`src/rtl/instruction_fetch.sv`:
```
// Fetch stage: holds the PC, issues 16-bit reads over a req/ready handshake and feeds decode.
// Optional breakpoint/halt support is enabled by defining FETCH_BKPT_EN.
module instruction_fetch #(
    parameter logic [15:0] RESET_PC = 16'h0000,
    parameter int unsigned TIMEOUT  = 15
) (
    input  logic        Clock,
    input  logic        Reset,
    input  logic        Stall,
    input  logic        BrTaken,
    input  logic [15:0] BrAddr,
    input  logic [15:0] MemData,
    input  logic        MemRdy,
    output logic        MemRd,
    output logic [15:0] MemAddr,
    output logic [15:0] Instr,
    output logic        E,
    output logic [15:0] PC,
    output logic        FLTo,
    input  logic [15:0] BkptAddr,
    input  logic        Resume,
    output logic        Halt
);

    typedef enum logic [2:0] {StIdle, StReq, StWait, StIssue, StFault} state_e;

    localparam logic [3:0] TimerLast = 4'(TIMEOUT - 1);

    state_e     state;
    logic       squash;
    logic [3:0] timer;
    logic       br_ok;
    logic       br_bad;
    logic       hold;
    logic       issue;

    assign br_ok  = BrTaken && !BrAddr[0] && (state != StFault);
    assign br_bad = BrTaken && BrAddr[0] && (state != StFault);
    // A completed read is only delivered if no redirect is pending or arriving.
    assign issue  = (state == StWait) && MemRdy && !squash && !br_ok;

`ifdef FETCH_BKPT_EN
    logic halt_q;
    logic skip;  // set by Resume so the same PC is fetched once without re-halting

    assign Halt = halt_q;
    assign hold = halt_q || ((PC == BkptAddr) && !skip);
`else
    logic unused_bkpt;

    assign unused_bkpt = ^{BkptAddr, Resume};
    assign Halt        = 1'b0;
    assign hold        = 1'b0;
`endif

    always_ff @(posedge Clock or posedge Reset) begin
        if (Reset) begin
            state   <= StIdle;
            squash  <= 1'b0;
            timer   <= '0;
            PC      <= RESET_PC;
            Instr   <= '0;
            E       <= 1'b0;
            MemRd   <= 1'b0;
            MemAddr <= '0;
            FLTo    <= 1'b0;
`ifdef FETCH_BKPT_EN
            halt_q  <= 1'b0;
            skip    <= 1'b0;
`endif
        end else if (br_bad) begin
            FLTo  <= 1'b1;
            MemRd <= 1'b0;
            E     <= 1'b0;
            state <= StFault;
        end else begin
            unique case (state)
                StIdle: begin
                    if (!Stall && !hold) state <= StReq;
                end
                StReq: begin
                    MemAddr <= PC;
                    MemRd   <= 1'b1;
                    timer   <= '0;
                    state   <= StWait;
                    if (br_ok) squash <= 1'b1;
                end
                StWait: begin
                    if (MemRdy) begin
                        MemRd  <= 1'b0;
                        squash <= 1'b0;
                        if (issue) begin
                            Instr <= MemData;
                            E     <= 1'b1;
                            PC    <= PC + 16'd2;
                            state <= StIssue;
                        end else begin
                            state <= StIdle;
                        end
                    end else if (timer == TimerLast) begin
                        MemRd <= 1'b0;
                        FLTo  <= 1'b1;
                        state <= StFault;
                    end else begin
                        timer <= timer + 4'd1;
                        if (br_ok) squash <= 1'b1;
                    end
                end
                StIssue: begin
                    E     <= 1'b0;
                    state <= StIdle;
                end
                StFault: begin
                    MemRd <= 1'b0;
                    E     <= 1'b0;
                end
                default: state <= StFault;
            endcase
            // Redirect wins over the sequential PC+2 above.
            if (br_ok) PC <= BrAddr;
`ifdef FETCH_BKPT_EN
            if (state == StIdle) begin
                if (halt_q) begin
                    if (Resume) begin
                        halt_q <= 1'b0;
                        skip   <= 1'b1;
                    end
                end else if ((PC == BkptAddr) && !skip) begin
                    halt_q <= 1'b1;
                end
            end
            if (br_ok || issue) skip <= 1'b0;
`endif
        end
    end

endmodule

```
`config.mk`:
```
export PLATFORM = sky130hd
export DESIGN_NAME = instruction_fetch
export DESIGN_NICKNAME = d
export VERILOG_FILES = /design/src/rtl/instruction_fetch.sv
export SDC_FILE = /design/constraint.sdc
export NUM_CORES = 1
export LEC_CHECK = 0
export ABC_CLOCK_PERIOD_IN_PS = 3600
export BUFFER_PORTS_ARGS = -buffer_cell sky130_fd_sc_hd__clkbuf_2
export CAP_MARGIN = 5
export CORE_UTILIZATION = 53
export DETAILED_ROUTE_END_ITERATION = 8
export PLACE_DENSITY = 0.85
export SLEW_MARGIN = 0
export SYNTH_ARGS = -nofsm -noshare
export SYNTH_HDL_FRONTEND = slang
export SYNTH_SLANG_ARGS = --single-unit
```
`constraint.sdc`:
```
create_clock -name Clock -period 3.6 [get_ports Clock]
set_input_delay 0.36 -clock Clock [delete_from_list [all_inputs] [get_ports Clock]]
set_output_delay 0.36 -clock Clock [all_outputs]
set_load 0.005 [all_outputs]
```
==> results.py <==
metrics = {
    "floorplan": {
        "dieArea_sq_mm": 0.00570,
        "fp-row-count": 26,
        "die_h_microns": 75.5,
        "core_sq_mm": 0.00514,
        "start_util": 0.557,
        "die_w_microns": 75.5,
        "ios": 106,
    },
    "flow_run": {
        "max_cap_violations": 0,
    },
    "finish": {
        "post-route-util": 0.684,
        "finalNetCount": 444,
        "layout_common_cells": "87 x clkbuf_2, 80 x nand2_1, 59 x dfrtp_1",
        "antenna_cells": 0,
        "layout_commonest_cell": "clkbuf_2",
        "syn2layout_area_growth_pct": 22.7,
        "layoutNonFillerInstCount": 462,
        "drive_above_1_share": 0.311,
    },
    "synth": {
        "yosys_register_bits": 59,
        "synthXorXnorAreaFrac": 0,
        "synth.top_cells.by_area": "dfrtp_1 52%, nand2_1 10%, o21ai_0 3.3%",
        "synth_top_family_by_area": "simple AND/OR/NAND/NOR gates",
        "synth_edf_count": 0,
        "avgSynthCellArea_sq_um": 9.48,
        "yosysUniqueCellTypes": 50,
        "synth_warnings": 0,
        "synth_nets": 359,
        "synth_ff_type": "dfrtp_1",
        "yosys.area_share.simple": 0.228,
        "syn_inst": 302,
        "async_flop_share": 1.00,
        "ys_seq_area_frac": 0.516,
        "synth_adder_area_share": 0.0131,
        "synth_top_area_share": 0.516,
        "syn_area_sq_mm": 0.00286,
        "yosysTopAreaCell": "dfrtp_1",
        "synth_compound_area_frac": 0.161,
        "synthMuxAreaShare": 0.0275,
    },
    "timing": {
        "fin_crit_sh": 0.640,
        "max_slew_margin": 0.427,
        "finalMaxSlewViolations": 0,
        "setup_slack_ns": 1.30,
        "setup_viol": 0,
        "rsz0062_at_grt": "false",
        "worstMarginPinSlew_ns": 0.858,
        "hold_viol": 0,
        "tns_ns": 0,
        "fin_crit_ns": 2.30,
        "clock-skew-final_ns": 0.00846,
        "fmax_mhz": 434,
    },
    "global_routing": {
        "grt_pass1_wl_mm": 11.0,
        "grt_max_degree": 39,
        "grt_usage": 0.267,
        "grt-ovfl-total": 0,
        "antenna_found_initial": 0,
        "grt_pass1_vias": 2311,
    },
    "placed_design": {
        "gp_congestion": 0.879,
        "placed_cells": 446,
        "pre_cts_slack_ns": 1.33,
        "hpwl_mm": 4.94,
        "io_buffers": 87,
    },
    "pwr": {
        "power_mw": 1.55,
        "p_leak_nw": 1.77,
        "p_per_area_mw_per_mm2": 441,
        "max-vdd-ir-drop_mv": 0.259,
    },
    "cts": {
        "cts_resized": 0,
        "cts_tree": "yes",
        "cts.sinks": 59,
        "cts_root_buf": "clkbuf_8",
        "clk_pin_slew_ns": 0.07,
        "cts_buffers": 9,
        "clockBufferDepth": 2,
        "htree_num_levels": 3,
        "hold_buffers": 0,
        "postCtsSetupRepairBufs": 0,
        "worstSkewPairLatency_ns": 0.35,
    },
    "drt": {
        "drt_iter0_markers": 180,
        "drc": 0,
        "wl_per_cell_microns": 15.3,
        "drtPass1Iterations": 4,
        "wl_mm": 7.07,
        "post_drt_via_cell_ratio": 5.68,
        "detail-route-antenna-nets": 0,
        "num_vias": 2625,
    },
    "worst_setup_path": {
        "startpoint_type": "flop",
        "rr_worst_depth": 5,
        "critical_path_class": "flop to flop",
        "critPathCaptureType": "flop",
        "critPathMaxFanout": 19,
        "cp.arrival_ns": 2.55,
        "cp_data_required_time_ns": 3.84,
    },
    "min_path": {
        "min_path_type": "primary input to asynchronous set/reset pin",
    },
    "status": {
        "status": "complete, no violations",
    },
}
-- synth_stat cells, types with 3 or more instances --
master / number
mux2_2: 7
a31oi_1: 5
buf_2: 8
clkbuf_1: 4
a32oi_1: 3
inv_1: 13
dfrtp_1: 59
and3_1: 4
nand3_1: 9
or3_1: 6
o31ai_1: 6
nor3_1: 6
a211o_1: 4
buf_6: 3
ha_1: 3
a211oi_1: 5
o21ai_0: 19
nor2_1: 5
nand4_1: 5
a21oi_1: 4
or4_1: 6
nand2_1: 80
-- state kept, by name (all words and copies together), names as in the netlist, 3 cells and up --
signal and flops:
Instr 16, MemAddr 16, PC 16, timer 4, state 3
-- critical path, stage by stage (launching register included) --
cell and delay, ns:
dfrtp_1 0.48, or3b_1 0.55, nor2_2 0.67, buf_4 0.31
nand2_1 0.07, o221a_2 0.12
-- path summary, 6_finish.rpt --
check | from | endpoint | slack [ns]
worst max-delay path | state[0] | PC[1] | 1.30
worst min-delay path | Reset | PC[1] | 0.14
worst max register to register | state[0] | PC[1] | 1.30
worst min register to register | Instr[6] | Instr[6] | 0.48
max in group asynchronous | Reset | Instr[1] | 2.66
min in group Clock | MemData[14] | Instr[14] | 0.19
-- kinds of logic (layout without fill, tap and decap cells) --
kind of cell	count (synthesis)	count (layout)
flops	59	59
simple gates	138	138
fa+ha+maj	3	3
compound gates	64	64
other cells	1	1
mux	7	7
buf+inv	30	120
-- power by group --
part           leakage, nW  internal (mW)  switching [mW]  total (mW)
Clock               0.0987          0.338           0.281       0.619
Combinational        0.891         0.0775          0.0819       0.159
Sequential           0.778          0.708          0.0636       0.772
-- cell type report --
| type | instances | area [sq um] |
|---|---|---|
| Tap cell | 70 | 87.6 |
| Fill cell | 427 | 1630 |
| Timing Repair Buffer | 91 | 465 |
| Clock buffer | 10 | 138 |
| Inverter | 13 | 48.8 |
| Clock inverter | 6 | 63.8 |
| Multi-Input combinational cell | 213 | 1230 |
| Sequential cell | 59 | 1480 |
-- per-stage QoR --
stage	instance area, sq um	hold slack, ns
floorplan	2860	0.464
global placement	3310	0.456
detailed placement	3310	0.462
CTS	3510	0.162
global route	3510	0.207
finish	3510	0.140
-- per-layer routing --
| layer | share of wire | track usage | wire (microns) | up-vias |
|---|---|---|---|---|
| met5 | 0 | 0 | 0 | - |
| li1 | - | - | - | 1239 |
| met4 | 0.022 | 0.115 | 155 | 0 |
| met1 | 0.43 | 0.347 | 3010 | 1265 |
| met3 | 0.063 | 0.0886 | 448 | 14 |
| met2 | 0.49 | 0.410 | 3450 | 107 |
(Power assumes the default switching activity.)
